<file path="src/rtl/calc_seq_if.sv">
// Sequencer <-> host/calculator signal bundle: program load, run control,
// calculator drive and completion status.
interface calc_seq_if;
    logic        start;
    logic        clr;
    logic [3:0]  len;
    logic        wr_en;
    logic [2:0]  wr_addr;
    logic [2:0]  wr_op;
    logic [15:0] wr_data;
    logic [15:0] acc_in;
    logic [2:0]  alu_op;
    logic [15:0] alu_sw;
    logic        alu_upd;
    logic        acc_rst;
    logic        busy;
    logic        done;
    logic [2:0]  pc;
    logic [15:0] result;

    modport master (
        output start, clr, len, wr_en, wr_addr, wr_op, wr_data, acc_in,
        input  alu_op, alu_sw, alu_upd, acc_rst, busy, done, pc, result
    );

    modport slave (
        input  start, clr, len, wr_en, wr_addr, wr_op, wr_data, acc_in,
        output alu_op, alu_sw, alu_upd, acc_rst, busy, done, pc, result
    );
endinterface

</file>
<file path="src/rtl/calc_seq.sv">
// Replays up to 8 stored (op, operand) instructions into an external calculator,
// 3 cycles per instruction, then captures the accumulator. No backpressure.
module calc_seq (
    input  logic       clk,
    input  logic       btnu,
    calc_seq_if.slave  bus
);
    typedef enum logic [2:0] {IDLE, CLR, SETUP, PULSE, WAIT, DONE} state_t;

    state_t      state;
    logic [18:0] mem [8];
    logic [3:0]  len_q;
    logic [3:0]  len_eff;
    logic        wr_fire;
    logic        last;
    logic [2:0]  fetch_idx;
    logic [18:0] fetch_dat;

    assign len_eff = (bus.len > 4'd8) ? 4'd8 : bus.len;
    assign wr_fire = bus.wr_en && !bus.busy;
    assign last    = ({1'b0, bus.pc} == (len_q - 4'd1));

    // Slot 0 may be loaded on the very edge that accepts start, so the first
    // fetch forwards the in-flight write instead of the stale array entry.
    always_comb begin
        fetch_idx = (state == WAIT) ? bus.pc + 3'd1 : bus.pc;
        fetch_dat = mem[fetch_idx];
        if (wr_fire && (bus.wr_addr == fetch_idx)) begin
            fetch_dat = {bus.wr_op, bus.wr_data};
        end
    end

    always_ff @(posedge clk) begin
        if (btnu) begin
            state       <= IDLE;
            len_q       <= 4'd0;
            bus.pc      <= 3'd0;
            bus.busy    <= 1'b0;
            bus.done    <= 1'b0;
            bus.alu_upd <= 1'b0;
            bus.acc_rst <= 1'b0;
            bus.alu_op  <= 3'd0;
            bus.alu_sw  <= 16'd0;
            bus.result  <= 16'd0;
            for (int i = 0; i < 8; i++) begin
                mem[i] <= 19'd0;
            end
        end else begin
            bus.done    <= 1'b0;
            bus.acc_rst <= 1'b0;
            bus.alu_upd <= 1'b0;
            if (wr_fire) begin
                mem[bus.wr_addr] <= {bus.wr_op, bus.wr_data};
            end
            case (state)
                IDLE: begin
                    if (bus.start) begin
                        len_q    <= len_eff;
                        bus.busy <= 1'b1;
                        if (bus.clr) begin
                            state       <= CLR;
                            bus.acc_rst <= 1'b1;
                        end else if (len_eff != 4'd0) begin
                            state                    <= SETUP;
                            {bus.alu_op, bus.alu_sw} <= fetch_dat;
                        end else begin
                            state <= DONE;
                        end
                    end
                end
                CLR: begin
                    if (len_q != 4'd0) begin
                        state                    <= SETUP;
                        {bus.alu_op, bus.alu_sw} <= fetch_dat;
                    end else begin
                        state <= DONE;
                    end
                end
                SETUP: begin
                    state       <= PULSE;
                    bus.alu_upd <= 1'b1;
                end
                PULSE: begin
                    state <= WAIT;
                end
                WAIT: begin
                    if (last) begin
                        state      <= DONE;
                        bus.alu_op <= 3'd0;
                        bus.alu_sw <= 16'd0;
                    end else begin
                        state                    <= SETUP;
                        bus.pc                   <= bus.pc + 3'd1;
                        {bus.alu_op, bus.alu_sw} <= fetch_dat;
                    end
                end
                DONE: begin
                    state      <= IDLE;
                    bus.result <= bus.acc_in;
                    bus.done   <= 1'b1;
                    bus.busy   <= 1'b0;
                    bus.pc     <= 3'd0;
                end
                default: state <= IDLE;
            endcase
        end
    end
endmodule
</file>
<file path="src/flat_wrapper.sv">
// flat-port wrapper written by rule: the top's interface ports become plain ports
module calc_seq_flat 
  (clk, btnu, bus_start, bus_clr, bus_len, bus_wr_en, bus_wr_addr, bus_wr_op, bus_wr_data, bus_acc_in, bus_alu_op, bus_alu_sw, bus_alu_upd, bus_acc_rst, bus_busy, bus_done, bus_pc, bus_result);
  calc_seq_if bus_i ();
  input  logic clk;
  input  logic btnu;
  input wire logic [$bits(bus_i.start)-1:0] bus_start;
  input wire logic [$bits(bus_i.clr)-1:0] bus_clr;
  input wire logic [$bits(bus_i.len)-1:0] bus_len;
  input wire logic [$bits(bus_i.wr_en)-1:0] bus_wr_en;
  input wire logic [$bits(bus_i.wr_addr)-1:0] bus_wr_addr;
  input wire logic [$bits(bus_i.wr_op)-1:0] bus_wr_op;
  input wire logic [$bits(bus_i.wr_data)-1:0] bus_wr_data;
  input wire logic [$bits(bus_i.acc_in)-1:0] bus_acc_in;
  output wire logic [$bits(bus_i.alu_op)-1:0] bus_alu_op;
  output wire logic [$bits(bus_i.alu_sw)-1:0] bus_alu_sw;
  output wire logic [$bits(bus_i.alu_upd)-1:0] bus_alu_upd;
  output wire logic [$bits(bus_i.acc_rst)-1:0] bus_acc_rst;
  output wire logic [$bits(bus_i.busy)-1:0] bus_busy;
  output wire logic [$bits(bus_i.done)-1:0] bus_done;
  output wire logic [$bits(bus_i.pc)-1:0] bus_pc;
  output wire logic [$bits(bus_i.result)-1:0] bus_result;
  assign bus_i.start = bus_start;
  assign bus_i.clr = bus_clr;
  assign bus_i.len = bus_len;
  assign bus_i.wr_en = bus_wr_en;
  assign bus_i.wr_addr = bus_wr_addr;
  assign bus_i.wr_op = bus_wr_op;
  assign bus_i.wr_data = bus_wr_data;
  assign bus_i.acc_in = bus_acc_in;
  assign bus_alu_op = bus_i.alu_op;
  assign bus_alu_sw = bus_i.alu_sw;
  assign bus_alu_upd = bus_i.alu_upd;
  assign bus_acc_rst = bus_i.acc_rst;
  assign bus_busy = bus_i.busy;
  assign bus_done = bus_i.done;
  assign bus_pc = bus_i.pc;
  assign bus_result = bus_i.result;
  calc_seq u_core (.clk(clk), .btnu(btnu), .bus(bus_i));
endmodule
</file>
<file path="config.mk">
export PLATFORM = sky130hd
export DESIGN_NAME = calc_seq_flat
export DESIGN_NICKNAME = d
export VERILOG_FILES = /design/src/rtl/calc_seq_if.sv /design/src/rtl/calc_seq.sv /design/src/flat_wrapper.sv
export SDC_FILE = /design/constraint.sdc
export NUM_CORES = 1
export LEC_CHECK = 0
export CELL_PAD_IN_SITES_DETAIL_PLACEMENT = 0
export CELL_PAD_IN_SITES_GLOBAL_PLACEMENT = 2
export CORE_MARGIN = 8
export CORE_UTILIZATION = 30
export DETAILED_ROUTE_END_ITERATION = 10
export GPL_TIMING_DRIVEN = 0
export PLACE_DENSITY = 0.59
export SETUP_SLACK_MARGIN = 0.02
export SLEW_MARGIN = 25
export SYNTH_ARGS = -nofsm -noshare
export SYNTH_HDL_FRONTEND = slang
export SYNTH_SLANG_ARGS = --single-unit
</file>
<file path="constraint.sdc">
create_clock -name clk -period 2.7 [get_ports clk]
set_input_delay 0.54 -clock clk [delete_from_list [all_inputs] [get_ports clk]]
set_output_delay 0.54 -clock clk [all_outputs]
set_load 0.05 [all_outputs]
</file>
=== After elaboration in Yosys (flattened, before gate mapping) ===
Memories as Yosys holds them, arrays and structs flattened.
Cells that the tools add are included.
Widths: inputs -> output; s select.

* Add/sub/neg operators: 2
* $mul: 0
* Div/mod/pow operators: 0
* Magnitude comparators: 1
* Eq/ne operators: 12
* Shift-type cells: 0
* Multiplexer cells: 36
* Bitwise operators: 2
* Reductions and logical operators: 15

{| class="wikitable"
|+ Operators with widths
! cell !! count
|-
| $mux 16 || 5
|-
| $pmux 16 s3 || 1
|-
| $mux 3 || 13
|-
| $mux 19 || 2
|-
| $reduce_or 19->1 || 1
|-
| $pmux 3 s5 || 1
|-
| $mux 1 || 10
|-
| $pmux 3 s3 || 1
|-
| $reduce_bool 4->1 || 2
|-
| $eq 3x2->1 const B || 2
|-
| $eq 3x3->1 const B || 2
|-
| $ne 2x2->1 const B || 3
|-
| $pmux 3 s2 || 1
|-
| $reduce_and 2->1 || 3
|-
| $reduce_and 5->1 || 1
|-
| $eq 3x4->1 || 1
|-
| $gt 4x4->1 const B || 1
|-
| $mux 4 || 1
|-
| $ne 2x1->1 const B || 2
|-
| $reduce_bool 2->1 || 2
|-
| $sub 4x1->4 const B || 1
|-
| $add 3x1->3 const B || 1
|-
| $eq 3x1->1 const B || 1
|-
| $eq 3x3->1 || 1
|-
| other kinds (7) || 9
|}

* Register bits after elaboration: 49
* Bits in latches: 0
* Memory bits (writable): 152
* Memory bits (read-only): 0
* Logic and storage cells: 79
* Memories: 1

{| class="wikitable"
|+ Memories
! name !! words !! width !! rd ports !! clocked after memory_dff !! write ports !! line !! RTL
|-
| u_core.mem || 8 || 19 || 1 || 0 || 8 || calc_seq.sv:11 || <nowiki>logic [18:0] mem [8];</nowiki>
|}

=== Depth between registers and ports, before layout ===
Gate-level depths: netlist of run 1.

* Word-level depth: 9
* Depth in mapped cells: 10
* Mapped depth without buffers: 8

=== Least setup slack after synthesis of run 1 ===
Ideal clock, no wire load.

* Path type: register to register
* Start point: reg u_core.bus.pc[0]
* End point: reg u_core.bus.alu_sw[0]
* Setup time: 126 ps
* Arrival time: 2475 ps
* Required time: 2574 ps
* Path slack: 99 ps
* Stages on the path, launching flop included: 9
* Buffers on the path: 3
* Path through: dfxtp_1 > ha_1 > clkbuf_1 > buf_2 > buf_2 > mux4_2 > a21oi_1 > a32o_1 > o21ai_0

* Longest elaborated chain between the ends: 9
* Elaborated cells between the ends (all ways): 13

{| class="wikitable"
|+ Ends and longest elaborated chain
! what !! line !! RTL
|-
| from (decl) || calc_seq_if.sv:28 || <nowiki>output alu_op, alu_sw, alu_upd, acc_rst, busy, done, pc, result</nowiki>
|-
| from (signal assigned) || calc_seq.sv:93 || <nowiki>bus.pc <= bus.pc + 3'd1;</nowiki>
|-
| branches (longest 8 deep; another with $mem_v2 8x19) || n/a ||
|-
| $pmux 16 s3 * || calc_seq.sv:55 || <nowiki>case (state)</nowiki>
|-
| to (signal assigned) || calc_seq.sv:65 || <nowiki>{bus.alu_op, bus.alu_sw} <= fetch_dat;</nowiki>
|-
| to (signal assigned) || calc_seq.sv:74 || <nowiki>{bus.alu_op, bus.alu_sw} <= fetch_dat;</nowiki>
|-
| to (signal assigned) || calc_seq.sv:94 || <nowiki>{bus.alu_op, bus.alu_sw} <= fetch_dat;</nowiki>
|-
| to (decl) || calc_seq_if.sv:28 ||
|}

Mark *: on every way between the ends. The select of a mux whose other input is x is not followed.
A chain may end at the register's enable or synchronous reset.

==> results of run 1 <==
==> cell usage after synthesis (3+ instances only) <==
cell type	n	area share [%]
nor2_1	16	0.59
o21a_1	3	0.22
or2_2	10	0.62
nand2b_1	4	0.25
ha_1	3	0.37
xnor2_1	5	0.43
o21ai_1	9	0.44
a21oi_1	41	2.0
clkbuf_1	40	1.5
nor3b_1	3	0.22
o21ai_0	12	0.59
buf_2	11	0.54
buf_1	3	0.11
and2_1	152	9.4
edfxtp_1	152	45
a22oi_1	19	1.4
dfxtp_1	49	9.7
a32o_1	19	1.9
xor2_1	3	0.26
nand2_1	102	3.8
nand3b_1	4	0.30
mux4_2	76	17
nor3_1	5	0.25
buf_4	4	0.30
==> kinds of logic after synthesis <==
| kind of cell | Yosys count |
|---|---|
| and+or+nand+nor | 310 |
| buffers and inverters | 64 |
| AOI/OAI and AO/OA | 110 |
| adders and majority gates | 3 |
| muxes | 78 |
| xor gates and xnor gates | 9 |
| DFF | 201 |
==> cell type report <==
type                            count  area share, %
Clock inverter                     19           1.47
Clock buffer                       26           5.01
Timing Repair Buffer               92           7.34
Multi-Input combinational cell    510           34.9
Sequential cell                   201           44.2
Tap cell                          448           4.47
Inverter                            2         0.0598
Buffer                             61           2.52
==> what timing repair did <==
action | CTS | global route
cloned | 0 | 1
setup buffers | 4 | 1
endpoints found under the setup margin | 171 | 76
pin swaps | 2 | 5
resized for setup | 26 | 25
==> critical path, stage by stage <==
cell and delay, ns:
clkdlybuf4s50_1 0.55, or3_1 0.48, nor3_1 0.45, clkbuf_2 0.37, or2_4 0.40
==> through the flow <==
stage               instance area, um^2  cells  setup WS (ns)  hold slack, ns  power [mW]
global route                      12600   1359         0.0215           0.484        8.51
detailed placement                11600   1310         -0.815           0.450        4.92
CTS                               12500   1359         0.0206           0.458        8.30
floorplan                         10100    775         0.0991           0.445        4.42
finish                            12600   1359         0.0795           0.456        8.21
global placement                  11600   1310         -0.784           0.444        4.90
==> report_power, final <==
group          total, mW  internal (mW)  leakage [nW]  switching [mW]
sequential          3.59           3.49          1.97          0.0953
clock               3.34           1.99         0.402            1.35
combinational       1.28          0.501          1.91           0.779
total               8.21           5.98          4.28            2.23
==> state kept, by name (all words and copies together), names as in the netlist <==
name	flops
u_core.bus.acc_rst	1
u_core.mem	152
u_core.len_q	4
u_core.bus.result	16
u_core.bus.done	1
u_core.state	3
u_core.bus.alu_op	3
u_core.bus.busy	1
u_core.bus.alu_upd	1
u_core.bus.pc	3
u_core.bus.alu_sw	16
==> routing by layer <==
layer,vias up,wire [um],share of wire (%)
li1,3134,-,-
met1,3457,13700,43
met2,232,15100,47
met3,52,2280,7.2
met4,0,719,2.3
met5,-,0,0
==> worst paths after layout <==
check | to | slack, ns | depth (start not counted)
worst min register to register | u_core.bus.result[4] | 0.46 | 2
worst max register to register | u_core.bus.alu_sw[1] | 0.13 | 10
worst min-delay path | u_core.bus.result[4] | 0.46 | 2
worst max-delay path | u_core.mem[0][18] | 0.08 | 5
==> metrics.txt, run 1 <==
outcome finished clean; met1 Use GR 21.1%; crit path time final 2.62 ns; Final Max Slew Viols 0; routed length per instance 23.4 um; final setup vio count 0; largest net degree at the start of global routing 20; fraction of the mapped netlist area in simple logic gates 16.6%; Storage cell area 0.00555 mm^2; CTS tree done; Worst VDD drop 0.000395 V; syn avg cell area 13.1 um^2; die area 0.0399 mm^2; synth unique cells 47; Req. time, crit path 2.88 ns; initial DRC count 459; largest family of logic cells by synthesized area multiplexers; post-DP HPWL 22.8 mm; Critical path origin btnu; Post-synth EDFFs 152; chip height 200 um; fill count 3221; Most used DFF post-synth edfxtp_1; clk sinks 201; DRC viols 0; share of cells above drive strength 1 19.9%; critical path peak fanout 19; Final Core Density 37.5%; setup tns final 0 ns; DIE WIDTH 200 um; via count 6875; Hold Vio Cnt, Final 0; f_max 0.382 GHz; clk slew on worst S/H paths 0.05 ns; Crit. End Element flip-flop; max cap viols 0; M2 GR Usage 26.6%; gr ovfl total 0; post-synthesis compound-gate area fraction 7.50%; GRT Max-Usage Layer met2; flops & latches, synth 201; syn nets 825; Setup Skew 0.00897 ns; total track usage 16.0%; clock buffer depth 3; number of synthesis warnings 0; I/O Pins 89; # hold bufs at CTS 0; WL final 31.8 mm; vias per cell 5.06; Layout Nets 943; period utilization 97.1%; slew margin rel. 51.2%; P&R area growth vs syn 23.8%; HP Class reg -> reg; CTS H-tree lvls 1; antenna cells 0; TritonCTS Buffers 25; most frequent cells in the layout and2_1, edfxtp_1, nand2_1, clkdlybuf4s50_1, mux4_2; antenna viol nets, final 0; ys async rst share 0%; core region area 0.0334 mm^2; mux contribution to synthesized area 17.1%; synthesized instance count 775; clk_lat worst skew 0.52 ns; FF-to-FF Start u_core.len_q[0]; met3 Use GR 2.98%; TritonRoute pass-1 iters 5; Startpoint Class primary input; Synth Area in Adders 0.370%; starting density of the core 30.3%; Final GP Congestion 0.786; vias in the first global route 7291; xor/xnor share of the synthesized area 0.925%; pwr dens 654 mW/mm^2; port bufs 87; Post-Syn Area 0.0101 mm^2; RSZ-0062 raised after global routing yes; Least-Margin Pin Slew 0.732 ns; min-delay src u_core.bus.result[4]; area occupied by multi-input gates 0.00438 mm^2; global-route wire length before repair 46.8 mm; CTS Root Cell clkbuf_16; Worst EP arrival 2.80 ns; initial antenna violation count 0; Rows 67; Pleak 4.28 nW; WS Path Type in -> reg; Seq/Total Area, Yosys 54.7%
Power figures use the tool's default switching activity.
==> run 2, diff against run 1 <==
Settings changed: CORE_MARGIN 8 to 2.
==> run 2 against run 1 <==
  * Die area decreased by 12%
  * Final cell count increased by 0.29%
  * Clock skew increased by 0.022 ns
  * Register-to-register slack improved by 0.02 ns
  * Non-clock buffer count increased by 3
  * Via count decreased by 1.2%
  * Utilization increased by 0.15 points
==> metrics.txt, run 2 (same netlist as run 1, synthesis figures left out) <==
Req. time, crit path 2.92 ns; share of cells above drive strength 1 19.8%; vias per cell 4.98; CTS H-tree lvls 1; WL final 31.2 mm; Largest register FFs 152; TritonCTS Buffers 25; M2 GR Usage 29.6%; die area 0.0353 mm^2; routed length per instance 22.9 um; outcome finished clean; vias in the first global route 7184; via count 6793; Inst Count DP 1310; TritonRoute pass-1 iters 5; critical path peak fanout 19; pre-CTS WS -0.802 ns; Largest regs u_core.mem x152, u_core.bus.alu_sw x16, u_core.bus.result x16; crit path time final 2.57 ns; initial antenna violation count 0; Crit. End Element flip-flop; DRC viols 0; Sw Pwr 2.23 mW; Rows 67; RSZ-0062 raised after global routing yes; total track usage 17.8%; Placed Area 0.0116 mm^2; most frequent cells in the layout and2_1, edfxtp_1, nand2_1, clkdlybuf4s50_1, mux4_2; gr ovfl total 0; HP Class reg -> reg; met3 Use GR 3.69%; clock buffer depth 3; WS Path Type in -> reg; initial DRC count 453; Startpoint Class primary input; largest register by flop count u_core.mem; met1 Use GR 23.7%; slew margin rel. 45.4%; period utilization 95.1%; pwr dens 658 mW/mm^2; hold slack 0.454 ns; chip height 188 um; Non-Filler Instances 1363; Least-Margin Pin Slew 0.819 ns; post-DP HPWL 22.0 mm; antenna viol nets, final 0; crit-path cells clkdlybuf4s50_1, or3_1, nor3_1, clkbuf_2, or2_4; Setup Skew 0.0314 ns; I/O Pins 89; CTS Root Cell clkbuf_16; core region area 0.0334 mm^2; Worst VDD drop 0.000459 V; design internal power 6.07 mW; DIE WIDTH 188 um; Hold Vio Cnt, Final 0; final instance area 0.0126 mm^2; switch share 26.9%; Sequential Power Share 43.2%; Worst EP arrival 2.79 ns; largest net degree at the start of global routing 20; Final Max Slew Viols 0; f_max 0.389 GHz; Clock power frac 41.2%; Final GP Congestion 0.804; GRT Max-Usage Layer met2; port bufs 87; P&R area growth vs syn 24.3%; clk_lat worst skew 0.56 ns; final setup vio count 0; setup ws final 0.132 ns; Pleak 4.31 nW; slowest cell on the critical path clkdlybuf4s50_1; CTS tree done; Max stage delay on crit path 0.56 ns; Logic pwr share 15.6%; starting density of the core 30.3%; antenna cells 0; max cap viols 0; Layout Nets 946; global-route wire length before repair 46.2 mm; clk slew on worst S/H paths 0.05 ns; clk sinks 201
run 2: changes by cell type in the layout (fill, tap and decap cells not counted), sizes merged:
cell and change:
bufinv -1, inv -1, clkbuf +11, clkinv -8, buf +3
run 2: layer usage:
metal	wire (um)	up-vias
met4	715	0
li1	-	3139
met3	1880	41
met2	14700	209
met1	13900	3404
met5	0	-
run 2: layout make-up:
type | instances | area, um^2
multi-input combinational | 510 | 4390
tap | 448 | 561
clock inverter | 9 | 108
timing repair buffer | 95 | 935
buffer | 61 | 323
clock buffer | 37 | 731
fill | 3241 | 20800
sequential | 201 | 5550
inverter | 2 | 7.51
run 2: worst paths after layout:
check,start,end,slack [ns],cells after the start
hold / removal,u_core.bus.result[15],u_core.bus.result[15],0.45,2
setup / recovery,btnu,u_core.mem[0][5],0.13,5
setup reg to reg,u_core.bus.pc[2],u_core.bus.alu_sw[0],0.15,8
hold reg to reg,u_core.bus.result[15],u_core.bus.result[15],0.45,2
run 2: power by group through the flow:
stage	clock, mW	sequential [mW]	combinational (mW)
3_3_place_gp	0	3.64	1.25
5_1_grt	3.59	3.61	1.39
3_5_place_dp	0	3.65	1.26
6_report	3.42	3.59	1.29
2_1_floorplan	0	3.80	0.614
4_1_cts	3.50	3.59	1.29
run 2: worst max-delay path, delay by kind of cell:
| kind | cells | cell delay (ns) |
|---|---|---|
| buffers and inverters | 2 | 0.92 |
| and+or+nand+nor | 3 | 1.31 |
run 2: what timing repair did:
action | in CTS | in global routing
gates resized for setup | 25 | 36
hold buffers | 0 | 0
pin swaps | 4 | 5
cloned | 1 | 0
setup endpoints to repair | 171 | 114
buffers inserted | 7 | 1
run 2: stage by stage:
step	TNS [ns]	total power [mW]	utilization, %
global placement	-133.11	4.89	34.6
detailed placement	-139.39	4.92	34.6
global route	-0.00891	8.59	37.7
floorplan	0	4.42	-
finish	0	8.30	37.7
CTS	0	8.38	37.5
